`src/rtl/mc_control_fsm.sv`:
```
// rtl/mc_control_fsm.sv - multi-cycle RV32I control FSM with memory handshake, timeout and sticky halt
module mc_control_fsm #(
  parameter int MEM_HANDSHAKE   = 1,
  parameter int EN_UPPER        = 1,
  parameter int HALT_ON_ILLEGAL = 1,
  parameter int MEM_TIMEOUT     = 255,
  parameter int TO_W            = 8
) (
  input  logic       clk,
  input  logic       reset,
  input  logic [6:0] op,
  input  logic [2:0] funct3,
  input  logic       mem_ready,
  output logic       mem_req,
  output logic       PCUpdate,
  output logic       Branch,
  output logic       AddrSrc,
  output logic       MemWrite,
  output logic       IRWrite,
  output logic       RegWrite,
  output logic [1:0] ResultSrc,
  output logic [1:0] ALUSrcA,
  output logic [1:0] ALUSrcB,
  output logic [1:0] ALUOp,
  output logic [2:0] ImmSrc,
  output logic       illegal,
  output logic       bus_err,
  output logic       halted,
  output logic [3:0] state_o
);

  typedef enum logic [3:0] {
    S_FETCH     = 4'd0,
    S_DECODE    = 4'd1,
    S_MEMADDR   = 4'd2,
    S_MEMREAD   = 4'd3,
    S_MEMWB     = 4'd4,
    S_MEMWRITE  = 4'd5,
    S_EXEC_R    = 4'd6,
    S_ALUWB     = 4'd7,
    S_EXEC_I    = 4'd8,
    S_JAL       = 4'd9,
    S_BRANCH    = 4'd10,
    S_JALR_ADDR = 4'd11,
    S_LUI       = 4'd12,
    S_AUIPC     = 4'd13,
    S_HALT      = 4'd14
  } state_t;

  localparam logic [6:0] OP_LW     = 7'b0000011;
  localparam logic [6:0] OP_SW     = 7'b0100011;
  localparam logic [6:0] OP_R      = 7'b0110011;
  localparam logic [6:0] OP_I      = 7'b0010011;
  localparam logic [6:0] OP_B      = 7'b1100011;
  localparam logic [6:0] OP_JAL    = 7'b1101111;
  localparam logic [6:0] OP_JALR   = 7'b1100111;
  localparam logic [6:0] OP_LUI    = 7'b0110111;
  localparam logic [6:0] OP_AUIPC  = 7'b0010111;
  localparam logic [6:0] OP_SYSTEM = 7'b1110011;

  localparam logic [TO_W:0] TO_LIMIT = (TO_W + 1)'(MEM_TIMEOUT);

  state_t          state_q, state_d;
  logic [TO_W-1:0] to_q, to_d;
  logic            bus_err_q, bus_err_d;

  logic            rdy;
  logic            mem_state;
  logic [TO_W:0]   to_inc;
  logic            timeout_hit;
  logic            illegal_op;
  logic            mem_req_raw;
  logic            mem_write_raw;
  logic            funct3_unused;

  assign funct3_unused = ^funct3;
  assign rdy           = mem_ready | (MEM_HANDSHAKE == 0);
  assign mem_state     = (state_q == S_FETCH) || (state_q == S_MEMREAD) || (state_q == S_MEMWRITE);
  assign to_inc        = {1'b0, to_q} + (TO_W + 1)'(1);
  assign timeout_hit   = (MEM_TIMEOUT != 0) && (to_inc == TO_LIMIT);

  // Bus strobes are gated by reset so an aborted access is released immediately.
  assign mem_req  = mem_req_raw & ~reset;
  assign MemWrite = mem_write_raw & ~reset;
  assign bus_err  = bus_err_q;
  assign halted   = (state_q == S_HALT);
  assign state_o  = state_q;

  always_ff @(posedge clk or posedge reset) begin
    if (reset) begin
      state_q   <= S_FETCH;
      to_q      <= '0;
      bus_err_q <= 1'b0;
    end else begin
      state_q   <= state_d;
      to_q      <= to_d;
      bus_err_q <= bus_err_d;
    end
  end

  always_comb begin
    state_d       = state_q;
    to_d          = '0;
    bus_err_d     = bus_err_q;
    mem_req_raw   = 1'b0;
    mem_write_raw = 1'b0;
    PCUpdate      = 1'b0;
    Branch        = 1'b0;
    AddrSrc       = 1'b0;
    IRWrite       = 1'b0;
    RegWrite      = 1'b0;
    ResultSrc     = 2'b00;
    ALUSrcA       = 2'b00;
    ALUSrcB       = 2'b00;
    ALUOp         = 2'b00;
    illegal       = 1'b0;
    illegal_op    = 1'b0;

    case (state_q)
      S_FETCH: begin
        mem_req_raw = 1'b1;
        ALUSrcB     = 2'b10;
        ResultSrc   = 2'b10;
        IRWrite     = rdy;
        PCUpdate    = rdy;
        if (rdy) state_d = S_DECODE;
      end
      S_DECODE: begin
        ALUSrcA = 2'b01;
        ALUSrcB = 2'b01;
        case (op)
          OP_LW, OP_SW: state_d = S_MEMADDR;
          OP_R:         state_d = S_EXEC_R;
          OP_I:         state_d = S_EXEC_I;
          OP_B:         state_d = S_BRANCH;
          OP_JAL:       state_d = S_JAL;
          OP_JALR:      state_d = S_JALR_ADDR;
          OP_LUI: begin
            if (EN_UPPER != 0) state_d = S_LUI;
            else               illegal_op = 1'b1;
          end
          OP_AUIPC: begin
            if (EN_UPPER != 0) state_d = S_AUIPC;
            else               illegal_op = 1'b1;
          end
          OP_SYSTEM:    state_d = S_HALT;
          default:      illegal_op = 1'b1;
        endcase
        if (illegal_op) begin
          illegal = 1'b1;
          state_d = (HALT_ON_ILLEGAL != 0) ? S_HALT : S_FETCH;
        end
      end
      S_MEMADDR: begin
        ALUSrcA = 2'b10;
        ALUSrcB = 2'b01;
        state_d = op[5] ? S_MEMWRITE : S_MEMREAD;
      end
      S_MEMREAD: begin
        mem_req_raw = 1'b1;
        AddrSrc     = 1'b1;
        if (rdy) state_d = S_MEMWB;
      end
      S_MEMWB: begin
        ResultSrc = 2'b01;
        RegWrite  = 1'b1;
        state_d   = S_FETCH;
      end
      S_MEMWRITE: begin
        mem_req_raw   = 1'b1;
        AddrSrc       = 1'b1;
        mem_write_raw = 1'b1;
        if (rdy) state_d = S_FETCH;
      end
      S_EXEC_R: begin
        ALUSrcA = 2'b10;
        ALUOp   = 2'b10;
        state_d = S_ALUWB;
      end
      S_EXEC_I: begin
        ALUSrcA = 2'b10;
        ALUSrcB = 2'b01;
        ALUOp   = 2'b10;
        state_d = S_ALUWB;
      end
      S_JALR_ADDR: begin
        ALUSrcA = 2'b10;
        ALUSrcB = 2'b01;
        state_d = S_JAL;
      end
      S_JAL: begin
        ALUSrcA  = 2'b01;
        ALUSrcB  = 2'b10;
        PCUpdate = 1'b1;
        state_d  = S_ALUWB;
      end
      S_BRANCH: begin
        ALUSrcA = 2'b10;
        ALUOp   = 2'b01;
        Branch  = 1'b1;
        state_d = S_FETCH;
      end
      S_LUI: begin
        ALUSrcA = 2'b11;
        ALUSrcB = 2'b01;
        state_d = S_ALUWB;
      end
      S_AUIPC: begin
        ALUSrcA = 2'b01;
        ALUSrcB = 2'b01;
        state_d = S_ALUWB;
      end
      S_ALUWB: begin
        RegWrite = 1'b1;
        state_d  = S_FETCH;
      end
      S_HALT:  state_d = S_HALT;
      default: state_d = S_HALT;
    endcase

    // A completing access (rdy) always beats the timeout in the same cycle.
    if (mem_state && !rdy) begin
      to_d = to_inc[TO_W-1:0];
      if (timeout_hit) begin
        state_d   = S_HALT;
        bus_err_d = 1'b1;
      end
    end
  end

  always_comb begin
    ImmSrc = 3'b000;
    case (op)
      OP_SW:           ImmSrc = 3'b001;
      OP_B:            ImmSrc = 3'b010;
      OP_JAL:          ImmSrc = 3'b011;
      OP_LUI, OP_AUIPC: ImmSrc = 3'b100;
      default:         ImmSrc = 3'b000;
    endcase
  end

endmodule

```
`config.mk`:
```
export PLATFORM = sky130hd
export DESIGN_NAME = mc_control_fsm
export DESIGN_NICKNAME = d
export VERILOG_FILES = /design/src/rtl/mc_control_fsm.sv
export SDC_FILE = /design/constraint.sdc
export NUM_CORES = 1
export LEC_CHECK = 0
export BUFFER_PORTS_ARGS = -buffer_cell sky130_fd_sc_hd__buf_4
export CAP_MARGIN = 20
export CORE_MARGIN = 8
export CORE_UTILIZATION = 45
export CTS_CLUSTER_SIZE = 12
export DETAILED_ROUTE_END_ITERATION = 16
export PLACE_DENSITY = 0.76
export SETUP_SLACK_MARGIN = 0.1
export SYNTH_ARGS = -nofsm -noshare
export SYNTH_HDL_FRONTEND = slang
export SYNTH_SLANG_ARGS = --single-unit
```
`constraint.sdc`:
```
create_clock -name clk -period 1.9 [get_ports clk]
set_clock_uncertainty 0.05 [all_clocks]
set_input_delay 0.475 -clock clk [delete_from_list [all_inputs] [get_ports clk]]
set_output_delay 0.475 -clock clk [all_outputs]
set_load 0.01 [all_outputs]
```
==> impl_metrics.py, run 1 <==
metrics = {
    "status": {
        "outcome": "complete, but fails checks",
        "violations": "setup timing",
    },
    "grt": {
        "grt_usage": 0.1764,
        "overflow": 0,
        "grt_start_max_net_pins": 14,
        "grt_pass1_vias": 1427,
        "grt_pass1_wl_mm": 6.334,
        "antenna_found_initial": 0,
    },
    "timing": {
        "finalSetupViolCount": 14,
        "finalCritPeriodShare": 1.078,
        "fmax_mhz": 488.0,
        "rsz0062_at_grt": "true",
        "setup_slack_ns": -0.1490,
        "slew_headroom": 0.7093,
        "fin_crit_ns": 2.049,
        "hold_viol_final": 0,
        "worstMarginPinSlew_ns": 0.4315,
        "maxSlewViolCount": 0,
    },
    "logic_synthesis": {
        "synth_area_um2": 1125,
        "synth.avg_cell_area_um2": 7.704,
        "synthesis.instances": 146,
        "synth_fp_nets": 161,
        "synth_cell_type_count": 45,
        "yosysWarnings": 0,
        "ys_ff_latch": 13,
        "ys_seq_area_frac": 0.2892,
    },
    "worst_setup_path": {
        "cp-end-kind": "primary output",
        "cp.arrival_ns": 1.52,
        "required_ns": 1.37,
        "cpMaxStageDelayCell": "dfrtp_2",
        "crit_family": "flip-flops",
        "slowest_delay_ns": 0.49,
        "path_class": "reg -> out",
        "path_cells": "xor2_2, and3_4, o21a_1, buf_6",
        "cp_max_fo": 6,
        "crit_buf_inv": 1,
        "crit_path_start_kind": "register",
    },
    "cts": {
        "clk_pin_slew_ns": 0.08,
        "clkLatencyLatePin_ns": 0.28,
        "cts_hold_buf": 0,
        "numCtsBuffers": 3,
        "clk_path_buf_depth": 2,
        "clockRootBuffer": "clkbuf_4",
        "cts_tree": "built",
        "htreeDepth": 1,
        "cts.sinks": 13,
    },
    "placement": {
        "port_buffers": 34,
        "finalWeightedCongestion": 0.8744,
        "hpwl_mm": 2.561,
        "placed_area_um2": 1575,
    },
    "detailed_routing": {
        "vias_per_cell": 5.959,
        "ant_nets": 0,
        "first_pass_iters": 4,
        "num_vias": 1466,
        "wire_per_inst_um": 19.28,
        "drt_wl_total_mm": 4.743,
        "drc_errors": 0,
        "drtIter0Drc": 147,
    },
    "power_and_ir_drop": {
        "ir_worst_vdd_mv": 1.179,
        "internal_power_w": 0.001596,
        "power_switching_w": 0.001370,
        "power.share.clock": 0.060,
        "power_density_nw_per_um2": 1439,
        "swShare": 0.4619,
        "static-leakage-power_nw": 0.9163,
        "power_frac_comb": 0.778,
        "p_seq_frac": 0.162,
    },
    "final_layout": {
        "layout.nets": 232,
        "insertedDiodeCount": 0,
        "fin_area_um2": 2061,
        "final_cell_mix": "buf_4 (53), buf_6 (19), nor2_1 (14)",
        "nFillCells": 140,
        "post-route-util": 0.8472,
        "mostFrequentLayoutCell": "buf_4",
        "final_layout_size_suffix_gt1_frac": 0.5787,
        "areaGrowthSynthToFinish_pct": 83.20,
    },
    "floorplanning": {
        "ios": 38,
        "start_util": 0.4624,
        "rows": 18,
        "die-area_um2": 4355,
        "die_y_um": 66.00,
        "coreArea_um2": 2432,
        "dieWidth_um": 66.00,
    },
    "hold_path": {
        "hold_class": "in -> async",
    },
    "job": {
        "cap_violations": 0,
    },
}
[state kept, by name, summed over array words and instances (netlist names)]
register / cells
to_q: 8
state_o: 4
bus_err: 1
[cell usage after synthesis (all sizes together)]
cell,number,area share
a2111oi,3,0.040
a211oi,1,0.0067
a21oi,8,0.036
a221oi,1,0.0078
a22o,1,0.0078
a311oi,1,0.0078
a31oi,2,0.017
and2,1,0.0056
and3,3,0.017
and4,1,0.0089
and4b,1,0.0089
buf,7,0.038
clkbuf,4,0.013
dfrtp,13,0.29
ha,2,0.022
inv,5,0.017
mux2i,1,0.0089
nand2,18,0.060
nand2b,5,0.028
nand3,5,0.027
nand3b,1,0.0067
nand4,2,0.011
nand4b,1,0.0078
nor2,16,0.053
nor2b,3,0.017
nor3,7,0.031
nor4,1,0.0056
o211ai,2,0.018
o21a,1,0.0067
o21ai,10,0.044
o21bai,2,0.013
o22ai,2,0.011
o311ai,1,0.0078
o31ai,1,0.0067
or2,1,0.0056
or3,4,0.027
or3b,1,0.0078
xnor2,1,0.0078
xor2,6,0.047
[layer usage]
metal | vias up | share of wire | wire length (um) | GRT usage
li1 | 664 | - | - | -
met1 | 712 | 0.40 | 1896 | 0.2071
met2 | 72 | 0.52 | 2473 | 0.3191
met3 | 18 | 0.049 | 233 | 0.02881
met4 | 0 | 0.030 | 140 | 0.05067
met5 | - | 0 | 0 | 0
[final cells by class]
| cell class | instances | area (um2) | area share |
|---|---|---|---|
| multi-input cells | 117 | 948.4 | 0.4602 |
| repair buffers | 77 | 696.9 | 0.3382 |
| flip-flops and latches | 13 | 330.3 | 0.1603 |
| well taps | 30 | 37.54 | 0.01821 |
| clock buffers | 4 | 26.28 | 0.01275 |
| inverters | 5 | 21.27 | 0.01032 |
[final timing paths]
| check | start | slack (ns) | endpoint | cells past startpoint |
|---|---|---|---|---|
| worst min register to register | bus_err$_DFFE_PP0P_ | 0.43 | bus_err$_DFFE_PP0P_ | 1 |
| min in group clk | bus_err$_DFFE_PP0P_ | 0.43 | bus_err$_DFFE_PP0P_ | 1 |
| worst min-delay path | reset | 0.21 | to_q[4]$_DFF_PP0_ | 3 |
| worst max register to register | to_q[0]$_DFF_PP0_ | 0.06 | state_o[1]$_DFF_PP0_ | 8 |
| worst max-delay path | state_o[2]$_DFF_PP0_ | -0.15 | mem_req | 4 |
| max in group asynchronous | reset | 1.40 | state_o[1]$_DFF_PP0_ | 3 |
[power groups by stage]
stage / sequential [W] / clock [W] / combinational (W)
after CTS: 0.000443 / 0.000176 / 0.00172
after global placement: 0.000428 / 0 / 0.00136
after detailed placement: 0.000431 / 0 / 0.00139
final: 0.000479 / 0.000178 / 0.00231
after floorplan: 0.000401 / 0 / 0.000847
after global routing: 0.000486 / 0.000189 / 0.00245
[through the flow]
step	setup TNS, ns	instances	setup slack [ns]	total power (W)	hold WS [ns]
CTS	-0.4264	238	-0.1043	0.002337	0.1834
finish	-1.157	246	-0.1490	0.002965	0.2129
global route	-2.058	246	-0.1917	0.003123	0.2112
floorplan	0	146	0.02963	0.001248	0.3102
detailed placement	-0.1987	221	-0.1225	0.001816	0.4052
global placement	-0.1608	221	-0.1021	0.001791	0.4035
[worst reg2reg max path, delay by kind of cell (launching register included)]
kind | cells | cell delay, ns
buffers and inverters | 2 | 0.19
flip-flops | 1 | 0.42
adder cells (fa/ha/maj) | 1 | 0.11
AND/OR/NAND/NOR | 3 | 0.56
AO/OA/AOI/OAI | 2 | 0.42
[cell families after synthesis]
| kind of cell | Yosys count | share of synthesized area |
|---|---|---|
| flops | 13 | 0.2892 |
| fa+ha+maj | 2 | 0.02224 |
| compound gates | 36 | 0.2303 |
| mux | 1 | 0.008899 |
| simple gates | 71 | 0.3270 |
| xor+xnor | 7 | 0.05451 |
| buf+inv | 16 | 0.06785 |
[what timing repair did]
| item | CTS | global route |
|---|---|---|
| cloned | 0 | 1 |
| buffers inserted | 13 | 7 |
| setup endpoints to repair | 25 | 24 |
| endpoints found under the hold margin | 0 | 0 |
| resized for setup | 35 | 40 |
| pin swaps | 7 | 14 |
Note: power is estimated with default switching activity, not from simulation.
==> inputs of run 2 (changes only) <==
SETUP_SLACK_MARGIN = 0.15   (was 0.1)
SKIP_LAST_GASP = 1   (was not set)
==> impl_metrics.py, run 2 (synthesized netlist as in run 1, its figures left out) <==
metrics = {
    "cts": {
        "clkLatencyLatePin_ns": 0.29,
        "cts_tree": "built",
        "cts.sinks": 13,
        "clk_path_buf_depth": 2,
        "htreeDepth": 1,
        "numCtsBuffers": 3,
        "clockRootBuffer": "clkbuf_4",
        "clk_pin_slew_ns": 0.08,
    },
    "detailed_routing": {
        "vias_per_cell": 5.793,
        "drt_wl_total_mm": 4.519,
        "met3_wirelength_um": 229,
        "num_vias": 1425,
        "drc_errors": 0,
        "ant_nets": 0,
        "wirelength_met1_mm": 1.727,
        "drtIter0Drc": 134,
        "dr.max_layer_used": "met4",
        "routed-wl-met2_mm": 2.393,
        "first_pass_iters": 4,
        "wire_per_inst_um": 18.37,
    },
    "grt": {
        "grt_usage": 0.1802,
        "antenna_found_initial": 0,
        "grt_pass1_vias": 1398,
        "grt_start_max_net_pins": 14,
        "grt_pass1_wl_mm": 6.341,
        "overflow": 0,
    },
    "timing": {
        "finalCritPeriodShare": 1.109,
        "hold_viol_final": 0,
        "setup_slack_ns": -0.2073,
        "finalSetupViolCount": 17,
        "rsz0062_at_grt": "true",
        "worstMarginPinSlew_ns": 0.3610,
        "maxSlewViolCount": 0,
        "fmax_mhz": 474.5,
        "slew_headroom": 0.7563,
        "fin_crit_ns": 2.107,
        "tns_ns": -1.363,
    },
    "power_and_ir_drop": {
        "ir_worst_vdd_mv": 1.228,
        "internal_power_w": 0.001586,
        "power_density_nw_per_um2": 1427,
        "power_frac_comb": 0.776,
        "p_seq_frac": 0.161,
        "swShare": 0.4537,
        "power_switching_w": 0.001318,
        "power.total_w": 0.002904,
        "power.share.clock": 0.063,
        "static-leakage-power_nw": 0.9066,
    },
    "floorplanning": {
        "die-area_um2": 4355,
        "start_util": 0.4624,
        "rows": 18,
        "ios": 38,
        "coreArea_um2": 2432,
        "die_y_um": 66.00,
        "dieWidth_um": 66.00,
    },
    "worst_setup_path": {
        "path_class": "reg -> out",
        "cp_max_fo": 8,
        "path_cells": "buf_12, nor4_4, and2_4, buf_6",
        "required_ns": 1.37,
        "slowest_delay_ns": 0.47,
        "worstReg2RegStart": "state_o[2]$_DFF_PP0_",
        "rrSetupSlack_ns": -0.02,
        "cp.arrival_ns": 1.58,
        "cpMaxStageDelayCell": "dfrtp_2",
        "crit_start": "state_o[2]$_DFF_PP0_",
        "crit_path_start_kind": "register",
        "cp-end-kind": "primary output",
    },
    "hold_path": {
        "hold_class": "in -> async",
    },
    "final_layout": {
        "post-route-util": 0.8369,
        "final_cell_mix": "buf_4 (61), nor2_1 (13), nand2_1 (13), buf_6 (13), dfrtp_1 (9)",
        "seqCellArea_um2": 330.3,
        "areaGrowthSynthToFinish_pct": 80.98,
        "layout.nets": 232,
        "fin_cells": 246,
        "largest-register": "to_q",
        "fin_area_um2": 2036,
        "nFillCells": 133,
        "insertedDiodeCount": 0,
        "multi_input_area_um2": 945.9,
        "largest_reg_flops": 8,
        "final_layout_size_suffix_gt1_frac": 0.5833,
        "mostFrequentLayoutCell": "buf_4",
    },
    "placement": {
        "port_buffers": 34,
        "hpwl_mm": 2.541,
        "finalWeightedCongestion": 0.9094,
        "dp.cells": 218,
        "placed_area_um2": 1573,
    },
    "status": {
        "outcome": "complete, but fails checks",
        "violations": "setup timing",
    },
    "job": {
        "cap_violations": 0,
    },
}
==> run 2: cell types whose count changed in the layout (fill, tap and decap cells not counted), sizes merged <==
cell    change
buf         +1
clkbuf      -1
==> run 2: per-stage QoR <==
| step | setup WS [ns] | hold WS [ns] |
|---|---|---|
| 4_1_cts | -0.09504 | 0.1814 |
| 3_3_place_gp | -0.09387 | 0.4036 |
| 3_5_place_dp | -0.1197 | 0.4329 |
| 5_1_grt | -0.2747 | 0.2373 |
| 6_report | -0.2073 | 0.1962 |
| 2_1_floorplan | 0.02963 | 0.3102 |
==> run 2: layout make-up <==
class	instances	share of cell area
inverter	5	0.01168
multi-input combinational	117	0.4647
tap	30	0.01844
clock buffer	4	0.01291
sequential	13	0.1623
timing repair buffer	77	0.3301
==> run 2: power groups by stage <==
stage	Sequential, W	Clock [W]	Combinational (W)
global route	0.000480	0.000190	0.00240
detailed placement	0.000430	0	0.00141
floorplan	0.000401	0	0.000887
global placement	0.000428	0	0.00139
finish	0.000468	0.000183	0.00225
CTS	0.000433	0.000175	0.00194
==> run 2: what timing repair did <==
item	in CTS	in global routing
setup buffers	16	7
pin swaps	12	14
gates cloned	1	0
endpoints found under the setup margin	25	25
hold buffers	0	0
resized for setup	35	26
==> run 2: critical path, delay by kind of cell (launching register included) <==
| family | cells | cell delay [ns] |
|---|---|---|
| and+or+nand+nor | 2 | 0.56 |
| buffers and inverters | 2 | 0.25 |
| DFF | 1 | 0.47 |
==> run 2: worst paths after layout <==
check,end,depth (start not counted)
setup reg to reg,bus_err$_DFFE_PP0P_,9
hold / removal,state_o[2]$_DFF_PP0_,3
hold reg to reg,bus_err$_DFFE_PP0P_,1
min in group clk,bus_err$_DFFE_PP0P_,1
max in group asynchronous,state_o[3]$_DFF_PP0_,3
setup / recovery,IRWrite,4
==> run 2: metal layers <==
metal,vias up,global-route usage
li1,663,-
met1,678,0.2061
met2,70,0.3155
met3,14,0.02881
met4,0,0.09067
met5,-,0
